===== config.mk =====
export PLATFORM = sky130hd
export DESIGN_NAME = alu_uart_ctrl
export DESIGN_NICKNAME = d
export VERILOG_FILES = /design/src/rtl/alu_uart_ctrl.sv
export SDC_FILE = /design/constraint.sdc
export NUM_CORES = 1
export LEC_CHECK = 0
export CORE_UTILIZATION = 40
export CTS_BUF_LIST = sky130_fd_sc_hd__clkbuf_4
export DETAILED_ROUTE_END_ITERATION = 7
export GPL_TIMING_DRIVEN = 0
export PLACE_DENSITY = 0.77
export SYNTH_ARGS = -nofsm -noshare
export SYNTH_HDL_FRONTEND = slang
export SYNTH_SLANG_ARGS = --single-unit

===== constraint.sdc =====
create_clock -name clk -period 1.75 [get_ports clk]
set_input_delay 0.2625 -clock clk [delete_from_list [all_inputs] [get_ports clk]]
set_output_delay 0.2625 -clock clk [all_outputs]
set_load 0.02 [all_outputs]

===== src/rtl/alu_uart_ctrl.sv =====
// Frame controller between a UART and an ALU: collects operand A, operand B and opcode
// bytes, captures the ALU result and requests its transmission, with inter-byte timeout.
module alu_uart_ctrl #(
   parameter int NB_DATA = 8,
   parameter int NB_OP   = 6,
   parameter int TIMEOUT = 1000000
) (
   input  logic               clk,
   input  logic               reset,
   input  logic               rx_done_tick,
   input  logic [NB_DATA-1:0] rx_data,
   input  logic [NB_DATA-1:0] alu_result,
   input  logic               tx_done_tick,
   output logic [NB_DATA-1:0] alu_a,
   output logic [NB_DATA-1:0] alu_b,
   output logic [NB_OP-1:0]   alu_op,
   output logic               tx_start,
   output logic [NB_DATA-1:0] tx_data,
   output logic               frame_err,
   output logic               overrun,
   output logic [2:0]         fsm_state
);

   localparam int CW = $clog2(TIMEOUT);
   localparam logic [CW-1:0] CNT_MAX = CW'(TIMEOUT - 1);

   typedef enum logic [2:0] {
      WAIT_A  = 3'd0,
      WAIT_B  = 3'd1,
      WAIT_OP = 3'd2,
      CALC    = 3'd3,
      SEND    = 3'd4,
      WAIT_TX = 3'd5
   } state_t;

   state_t        state, state_next;
   logic [CW-1:0] cnt, cnt_next;
   logic          load_a, load_b, load_op, load_tx;
   logic          expire, rx_over;

   always_comb begin
      state_next = state;
      cnt_next   = cnt;
      load_a     = 1'b0;
      load_b     = 1'b0;
      load_op    = 1'b0;
      load_tx    = 1'b0;
      expire     = 1'b0;
      rx_over    = 1'b0;
      case (state)
         WAIT_A: begin
            if (rx_done_tick) begin
               load_a     = 1'b1;
               cnt_next   = '0;
               state_next = WAIT_B;
            end
         end
         WAIT_B: begin
            // A byte on the expiry cycle wins over the timeout.
            if (rx_done_tick) begin
               load_b     = 1'b1;
               cnt_next   = '0;
               state_next = WAIT_OP;
            end else if (cnt == CNT_MAX) begin
               expire     = 1'b1;
               cnt_next   = '0;
               state_next = WAIT_A;
            end else begin
               cnt_next = cnt + 1'b1;
            end
         end
         WAIT_OP: begin
            if (rx_done_tick) begin
               load_op    = 1'b1;
               cnt_next   = '0;
               state_next = CALC;
            end else if (cnt == CNT_MAX) begin
               expire     = 1'b1;
               cnt_next   = '0;
               state_next = WAIT_A;
            end else begin
               cnt_next = cnt + 1'b1;
            end
         end
         CALC: begin
            load_tx    = 1'b1;
            rx_over    = rx_done_tick;
            state_next = SEND;
         end
         SEND: begin
            rx_over    = rx_done_tick;
            state_next = WAIT_TX;
         end
         WAIT_TX: begin
            rx_over = rx_done_tick;
            if (tx_done_tick) state_next = WAIT_A;
         end
         default: state_next = WAIT_A;
      endcase
   end

   always_ff @(posedge clk) begin
      if (reset) begin
         state     <= WAIT_A;
         cnt       <= '0;
         alu_a     <= '0;
         alu_b     <= '0;
         alu_op    <= '0;
         tx_data   <= '0;
         frame_err <= 1'b0;
         overrun   <= 1'b0;
      end else begin
         state     <= state_next;
         cnt       <= cnt_next;
         frame_err <= expire;
         overrun   <= rx_over;
         if (load_a)  alu_a   <= rx_data;
         if (load_b)  alu_b   <= rx_data;
         if (load_op) alu_op  <= rx_data[NB_OP-1:0];
         if (load_tx) tx_data <= alu_result;
      end
   end

   assign tx_start  = (state == SEND);
   assign fsm_state = state;

endmodule

After elaboration in Yosys (flattened, before gate mapping)
Cells that the tools add are included.
{"block": "word_totals", "ff_bits": 55, "input_bits": 20, "elab_cells": 43, "out_inout_bits": 36}
{"block": "op_classes", "n_reduce_logical": 8, "bitwise": 2, "n_eq_ne": 8, "addsub": 1, "mux": 16}
{"cell": "$mux 20", "count": 3}
{"cell": "$pmux 20 s2", "count": 1}
{"cell": "$add 20x1->20 const B", "count": 1}
{"cell": "$eq 20x20->1 const B", "count": 1}
{"cell": "$pmux 3 s6", "count": 1}
{"cell": "$mux 3", "count": 5}
{"cell": "$eq 3x2->1 const B", "count": 2}
{"cell": "$eq 3x3->1 const B", "count": 2}
{"cell": "$mux 1", "count": 6}
{"cell": "$reduce_or 3->1", "count": 2}
{"cell": "$ne 2x2->1 const B", "count": 2}
{"cell": "$reduce_and 2->1", "count": 2}
{"cell": "$reduce_or 2->1", "count": 2}
{"cell": "$eq 3x1->1 const B", "count": 1}
{"cell": "$logic_not 3->1", "count": 1}
{"cell": "$not 1->1", "count": 2}
{"cell": "$reduce_bool 2->1", "count": 1}

Depth between registers and ports, before layout
Gate-level depths: netlist (run 1).
{"block": "logic_depth", "depth_word": 4, "mapped_depth": 7, "depth_no_buf": 6}

Worst setup path after synthesis (run 1)
No wires, ideal clock.
{"block": "synth_path", "path_type": "reg-to-reg", "from": "register cnt[10]", "to": "register cnt[14]", "setup_time_ns": 0.117, "path_stages_with_launch": 7, "setup_slack_ns": -0.061, "path_buffers": 1, "required_ns": 1.633, "period_less_slack_ns": 1.811, "arrival_time_ns": 1.694, "cell_sequence": "dfxtp_1 > buf_6 > or4_4 > nor4_4 > a211oi_2 > a21o_1 > a22o_1"}
{"block": "synth_between", "elab_chain_cells": 4, "elab_cells_between_ends": 5, "classes_between": "1 x add/sub; 1 x eq/ne; 3 x mux"}
{"element": "start, declared", "line_no": "37", "source": "logic [CW-1:0] cnt, cnt_next;"}
{"element": "start signal, assigned", "line_no": "114", "source": "cnt <= cnt_next;"}
{"element": "$add 20x1->20 or $eq 20x20->1 (tied branches)"}
{"element": "$mux 20 (*)", "line_no": "64, 77"}
{"element": "$mux 20 (*)", "line_no": "73", "source": "if (rx_done_tick) begin"}
{"element": "$pmux 20 s2 (*)", "line_no": "50", "source": "case (state)"}
Mark *: on every way between the ends. The rest lies on a longest branch, timed or not.
A chain may end at the register's enable or synchronous reset.

Worst setup path in the final report (run 1)
{"block": "layout_path", "from": "register cnt[16]", "to": "register cnt[4]"}
{"block": "layout_between", "elab_chain_cells": 4}
{"element": "$eq 20x20->1", "line_no": "64, 77"}
{"element": "$mux 20", "line_no": "64, 77"}
{"element": "$mux 20", "line_no": "73"}
{"element": "$pmux 20 s2", "line_no": "50"}
No other way between the ends.

==> flow_summary.toml, run 1 <==
[clocking]
htreeDepth = 2
numCtsBuffers = 5
cts_tree = "built"
insertion_delay_ns = 0.40
cts_max_path_buffers = 2
hold_buffers = 0
cts_num_sinks = 55
clock-root-buffer = "clkbuf_4"
clk_pin_slew_ns = 0.18

[yosys]
synth_top_area_share_pct = 46.66
yosys_warnings = 0
ys_types = 42
synth_edf_count = 0
ys.flop_type = "dfxtp_1"
synth_area_leader_cell = "dfxtp_1"
synthesis.area_um2 = 2360
ys_seq_area_share_pct = 46.66
synth.area.top_cells = "dfxtp_1, nand2_1, a21oi_1"
avgSynthCellArea_um2 = 8.309
syn_nets = 305
async_flop_share_pct = 0
synth_cells = 284
synth_seq_cells = 55

[place]
postPlaceCellArea_um2 = 2995
dp_hpwl_um = 3960
place_inst = 410
gp_congestion = 0.8171
portBuffers = 54

[worst_setup_path]
crit_type = "reg2reg"
crit_path_max_incr_delay_ns = 0.54
r2r_end = "cnt[4]"
end_kind = "register"
rrSetupSlack_ns = -0.21
cp.arrival_ns = 2.27
r2r-start = "cnt[16]"
worstPathCellList = "or4bb_1, nor2_2, a211oi_4, buf_4, a41oi_2, a31oi_1"
critPathTopFamily = "simple AND/OR/NAND/NOR gates"
crit_start = "cnt[16]"
required_ns = 2.06
slowest_stage = "or4bb_1"
critPathMaxFanout = 6
crit_buf_inv = 1
critPathLaunchType = "register"
reg2reg_depth = 6

[finish]
area.growth.synth_to_final_pct = 37.54
seq_area_um2 = 1115
fill_cells = 542
antenna_cells = 0
final_cells = 423
nets = 371
drive_gt1_share_pct = 13.96
fin_area_um2 = 3246
multiInputGateArea_um2 = 1294

[power]
p_leak_nw = 1.126
power_density_nw_per_um2 = 751.7
max-vdd-ir-drop_v = 0.0004308
p_total_mw = 2.440

[sta]
rsz0062_at_grt = "true"
slew_headroom_pct = 59.59
fin_crit_ns = 1.962
whs_ns = 0.3509
timing.fmax_mhz = 509.8
slew_violations = 0
hold_violations = 0
fin_setup_tns_ns = -3.109
period_share_pct = 112.1
worst_pin_slew_ns = 0.6061
fin_skew_ns = 0.02010
fin_ws_ns = -0.2116
setup_violations = 21

[min_path]
hold_path_end = "overrun"
hold_start = "reset"
min_path_cells = 3
worst_hold_path_type = "in2reg"

[global_routing]
grt.overflow.total = 0
grt_pass1_vias = 2220
antenna_found_initial = 0
grt_pass1_wl_um = 9860
track_usage_pct = 19.85
grt_max_degree = 20

[detailed_routing]
first_iter_violations = 96
antenna_left = 0
wl_per_cell_um = 14.27
wl_um = 6037
via_per_inst = 5.253
drc = 0
drtPass1Iterations = 4
route.vias.total = 2222

[outcome]
status = "finished, violations left"
violations = "setup timing"

[flow_run]
max_cap_violations = 0

[floorplanning]
start_util_pct = 42.08
io_pins = 56
core_area_um2 = 5608
die_h_um = 78.81
row_count = 27
dieArea_um2 = 6210
fp.dieW_um = 78.81
## cells by family (layout without fill, tap and decap cells)
logic type | after synthesis | count (layout) | share of synthesized area (%)
adders and majority gates | 1 | 1 | 0.5301
AOI/OAI and AO/OA | 64 | 64 | 16.38
buffers and inverters | 15 | 82 | 3.181
DFF | 55 | 55 | 46.66
muxes | 9 | 9 | 3.818
and+or+nand+nor | 135 | 135 | 27.57
xor gates and xnor gates | 5 | 5 | 1.856
## power by group
part           leakage, nW  switching [mW]  internal, mW
Clock               0.0477           0.448         0.316
Combinational        0.629           0.205         0.161
Sequential           0.449          0.0250          1.28
## synth_stat cells, types with 3 or more instances
cell type  count
nand2_1       60
dfxtp_1       55
a21oi_1       38
nor2_1        23
nand3_1       16
clkbuf_1       9
mux2i_1        9
a22o_1         6
a31oi_1        6
nand2b_1       6
nor3_1         5
xnor2_1        5
nand4_1        4
nor2b_1        4
o21ai_0        4
and3_1         3
buf_2          3
## flip-flops by register name, indices dropped and copies added (netlist names)
register   flops
overrun        1
fsm_state      3
cnt           20
alu_b          8
alu_op         6
frame_err      1
alu_a          8
tx_data        8
## how the worst max path moves through the flow
stage | endpoint | slack, ns | cells past startpoint
2_1_floorplan | cnt[14] | 0.001 | 6
3_3_place_gp | cnt[17] | -0.41 | 7
3_5_place_dp | cnt[17] | -0.46 | 7
4_1_cts | cnt[16] | -0.26 | 6
5_1_grt | cnt[16] | -0.30 | 6
6_report | cnt[4] | -0.21 | 6
## routing by layer
metal  global-route usage, %  up-vias  part of all wire, %  wire length [µm]
met5                       0        -                    0                 0
met4                   5.556        0                 0.88                53
met3                   6.782        8                  6.1               368
met2                   34.26       41                   49              2958
met1                   23.19     1055                   44              2657
li1                        -     1118                    -                 -
## timing repair
action | in CTS | in global routing
gates cloned | 1 | 0
resized for setup | 14 | 26
setup endpoints to repair | 37 | 31
setup buffers | 3 | 3
pin swaps | 7 | 10
## cell usage in the layout (no fill, tap or decap), drive strengths merged, types with 9 or more instances in the layout
cell type	Yosys	layout
buf	6	13
nand2	60	60
nor2	23	23
clkdlybuf4s50	0	51
dfxtp	55	55
a21oi	38	38
nand3	16	16
clkbuf	9	13
mux2i	9	9
## through the flow
step | utilization, % | setup WS, ns
6_report | 57.88 | -0.2116
5_1_grt | 57.88 | -0.2951
4_1_cts | 55.80 | -0.2606
3_5_place_dp | 53.41 | -0.4583
3_3_place_gp | 53.41 | -0.4132
2_1_floorplan | - | 0.001220
## cell type report
cell class / instances / share of cell area, %
clock inverter: 3 / 1.542
clock buffer: 5 / 1.157
timing repair buffer: 61 / 18.16
multi-input combinational: 214 / 39.86
tap: 72 / 2.776
sequential: 55 / 34.35
buffer: 13 / 2.159
## tightest hold or removal path, cell delays in order
cell      delay (ns)
clkbuf_1        0.17
nand2b_1        0.19
a21oi_1         0.10
(Power assumes the default switching activity.)
==> inputs of run 2 (changes only) <==
--- a/config.mk
+++ b/config.mk
@@ -7,6 +7,7 @@
 export LEC_CHECK = 0
 export CORE_UTILIZATION = 40
 export CTS_BUF_LIST = sky130_fd_sc_hd__clkbuf_4
+export CTS_CLUSTER_DIAMETER = 30
 export DETAILED_ROUTE_END_ITERATION = 7
 export GPL_TIMING_DRIVEN = 0
 export PLACE_DENSITY = 0.77
==> results of run 2 <==
No change in the layout: final DEF, timing and power equal those of run 1.
==> inputs of run 3 (changes only) <==
--- a/config.mk
+++ b/config.mk
@@ -9,8 +9,9 @@
 export CTS_BUF_LIST = sky130_fd_sc_hd__clkbuf_4
 export CTS_CLUSTER_DIAMETER = 30
 export DETAILED_ROUTE_END_ITERATION = 7
+export DONT_BUFFER_PORTS = 1
 export GPL_TIMING_DRIVEN = 0
-export PLACE_DENSITY = 0.77
+export PLACE_DENSITY = 0.64
 export SYNTH_ARGS = -nofsm -noshare
 export SYNTH_HDL_FRONTEND = slang
 export SYNTH_SLANG_ARGS = --single-unit
==> run 3 against run 2 <==
The flow still finishes with violations (setup timing). Sequential cell count is the same. Sequential power increased by 3%. Power shrank 11%. Global-route usage is 0.54 points lower. Routed wire length down 0.27%. Critical path type unchanged.
==> flow_summary.toml, run 3 (same netlist as run 1, synthesis figures left out) <==
[outcome]
status = "finished, violations left"
violations = "setup timing"

[worst_setup_path]
worstPathCellList = "or4_4, nor4_4, a211oi_4, buf_6, a41oi_2, a31oi_1"
crit_start = "cnt[10]"
required_ns = 2.00
end_kind = "register"
critPathMaxFanout = 6
critPathTopFamily = "simple AND/OR/NAND/NOR gates"
crit_type = "reg2reg"
slowest_stage = "or4_4"
crit_path_max_incr_delay_ns = 0.54
path_depth = 6
rrSetupSlack_ns = -0.17
cp.arrival_ns = 2.17
reg2reg_depth = 6
r2r-start = "cnt[10]"
critPathLaunchType = "register"
crit_buf_inv = 1

[place]
portBuffers = 0
dp_hpwl_um = 3736
pre_cts_ws_ns = -0.4941
gp_congestion = 0.7860
place_inst = 356

[sta]
whs_ns = 0.02688
fin_skew_ns = 0.01177
slew_violations = 0
fin_setup_tns_ns = -2.708
fin_ws_ns = -0.1698
period_share_pct = 109.7
rsz0062_at_grt = "true"
worst_pin_slew_ns = 0.5610
slew_headroom_pct = 62.46
fin_crit_ns = 1.920
timing.fmax_mhz = 520.9
hold_violations = 0
setup_violations = 21

[finish]
area.growth.synth_to_final_pct = 23.44
final_cell_mix = "nand2_1, dfxtp_1, a21oi_1, nor2_1, dlygate4sd3_1"
final_util_pct = 51.94
top_register = "cnt"
antenna_cells = 0
layout_commonest_cell = "nand2_1"
drive_gt1_share_pct = 17.83
nets = 335
largest_register_ffs = 20
final_cells = 386

[clocking]
clock-root-buffer = "clkbuf_4"
numCtsBuffers = 5
clk_pin_slew_ns = 0.16
cts_tree = "built"
cts_max_path_buffers = 2
cts_num_sinks = 55
htreeDepth = 2
insertion_delay_ns = 0.37

[floorplanning]
die_h_um = 78.81
fp.dieW_um = 78.81
start_util_pct = 42.08
row_count = 27
dieArea_um2 = 6210
io_pins = 56
core_area_um2 = 5608

[min_path]
hold_start = "rx_data[2]"
min_path_cells = 2
worst_hold_path_type = "in2reg"

[global_routing]
antenna_found_initial = 0
grt_pass1_vias = 1960
grt_pass1_wl_um = 9501
grt.overflow.total = 0
track_usage_pct = 19.31
grt_max_degree = 17

[detailed_routing]
antenna_left = 0
drtPass1Iterations = 4
drc = 0
route.vias.total = 2136
wl_per_cell_um = 15.60
via_per_inst = 5.534
first_iter_violations = 106
wl_um = 6021

[power]
max-vdd-ir-drop_v = 0.0004773
power_density_nw_per_um2 = 742.3
p_leak_nw = 0.9926

[flow_run]
max_cap_violations = 0
## run 3: changes by cell type in the layout (fill, tap and decap cells not counted), sizes merged
cell | previous run | this run
buf | 13 | 12
bufinv | 1 | 0
clkdlybuf4s50 | 51 | 0
clkinv | 0 | 2
dlygate4sd2 | 1 | 0
dlygate4sd3 | 0 | 18
dlymetal6s2s | 1 | 0
inv | 2 | 0
## run 3: final cells by class
type,count,area [µm²]
clock buffers,5,37.54
plain buffers,12,66.31
repair buffers,26,249.0
multi-input cells,214,1334
clock inverters,2,13.76
fillers,542,2695
flip-flops and latches,55,1122
well taps,72,90.09
## run 3: stage by stage
stage                     cell area (µm²)  power (mW)
final                                2913       2.162
after global routing                 2913       2.256
after CTS                            2708       2.136
after detailed placement             2455       1.570
after global placement               2455       1.564
after floorplan                      2365       1.517
## run 3: worst register-to-register path, cell delays in order (launching register included)
cell and delay, ns:
dfxtp_4 0.38, or4_4 0.54, nor4_4 0.33, a211oi_4 0.17, buf_6 0.18, a41oi_2 0.15
a31oi_1 0.06
## run 3: worst paths after layout
| path | end |
|---|---|
| max | cnt[16] |
| max reg2reg | cnt[16] |
| min | alu_op[2] |
| min reg2reg | cnt[12] |
## run 3: routing by layer
layer / wire length (µm) / up-vias / track usage (%)
li1: - / 1048 / -
met1: 2660 / 1014 / 24.50
met2: 2882 / 66 / 31.39
met3: 417 / 8 / 5.977
met4: 61 / 0 / 5.556
met5: 0 / - / 0
## run 3: timing repair
item,4_1_cts,5_1_grt
hold buffers,12,6
endpoints found under the hold margin,19,6
pin swaps,7,9
gates cloned,1,1
setup endpoints to repair,37,40
buffers inserted,2,4
resized for setup,21,28
## run 3: power breakdown
| group | internal (mW) | switching, mW | total (mW) |
|---|---|---|---|
| clock | 0.151 | 0.394 | 0.544 |
| sequential | 1.28 | 0.0678 | 1.35 |
| combinational | 0.111 | 0.155 | 0.266 |
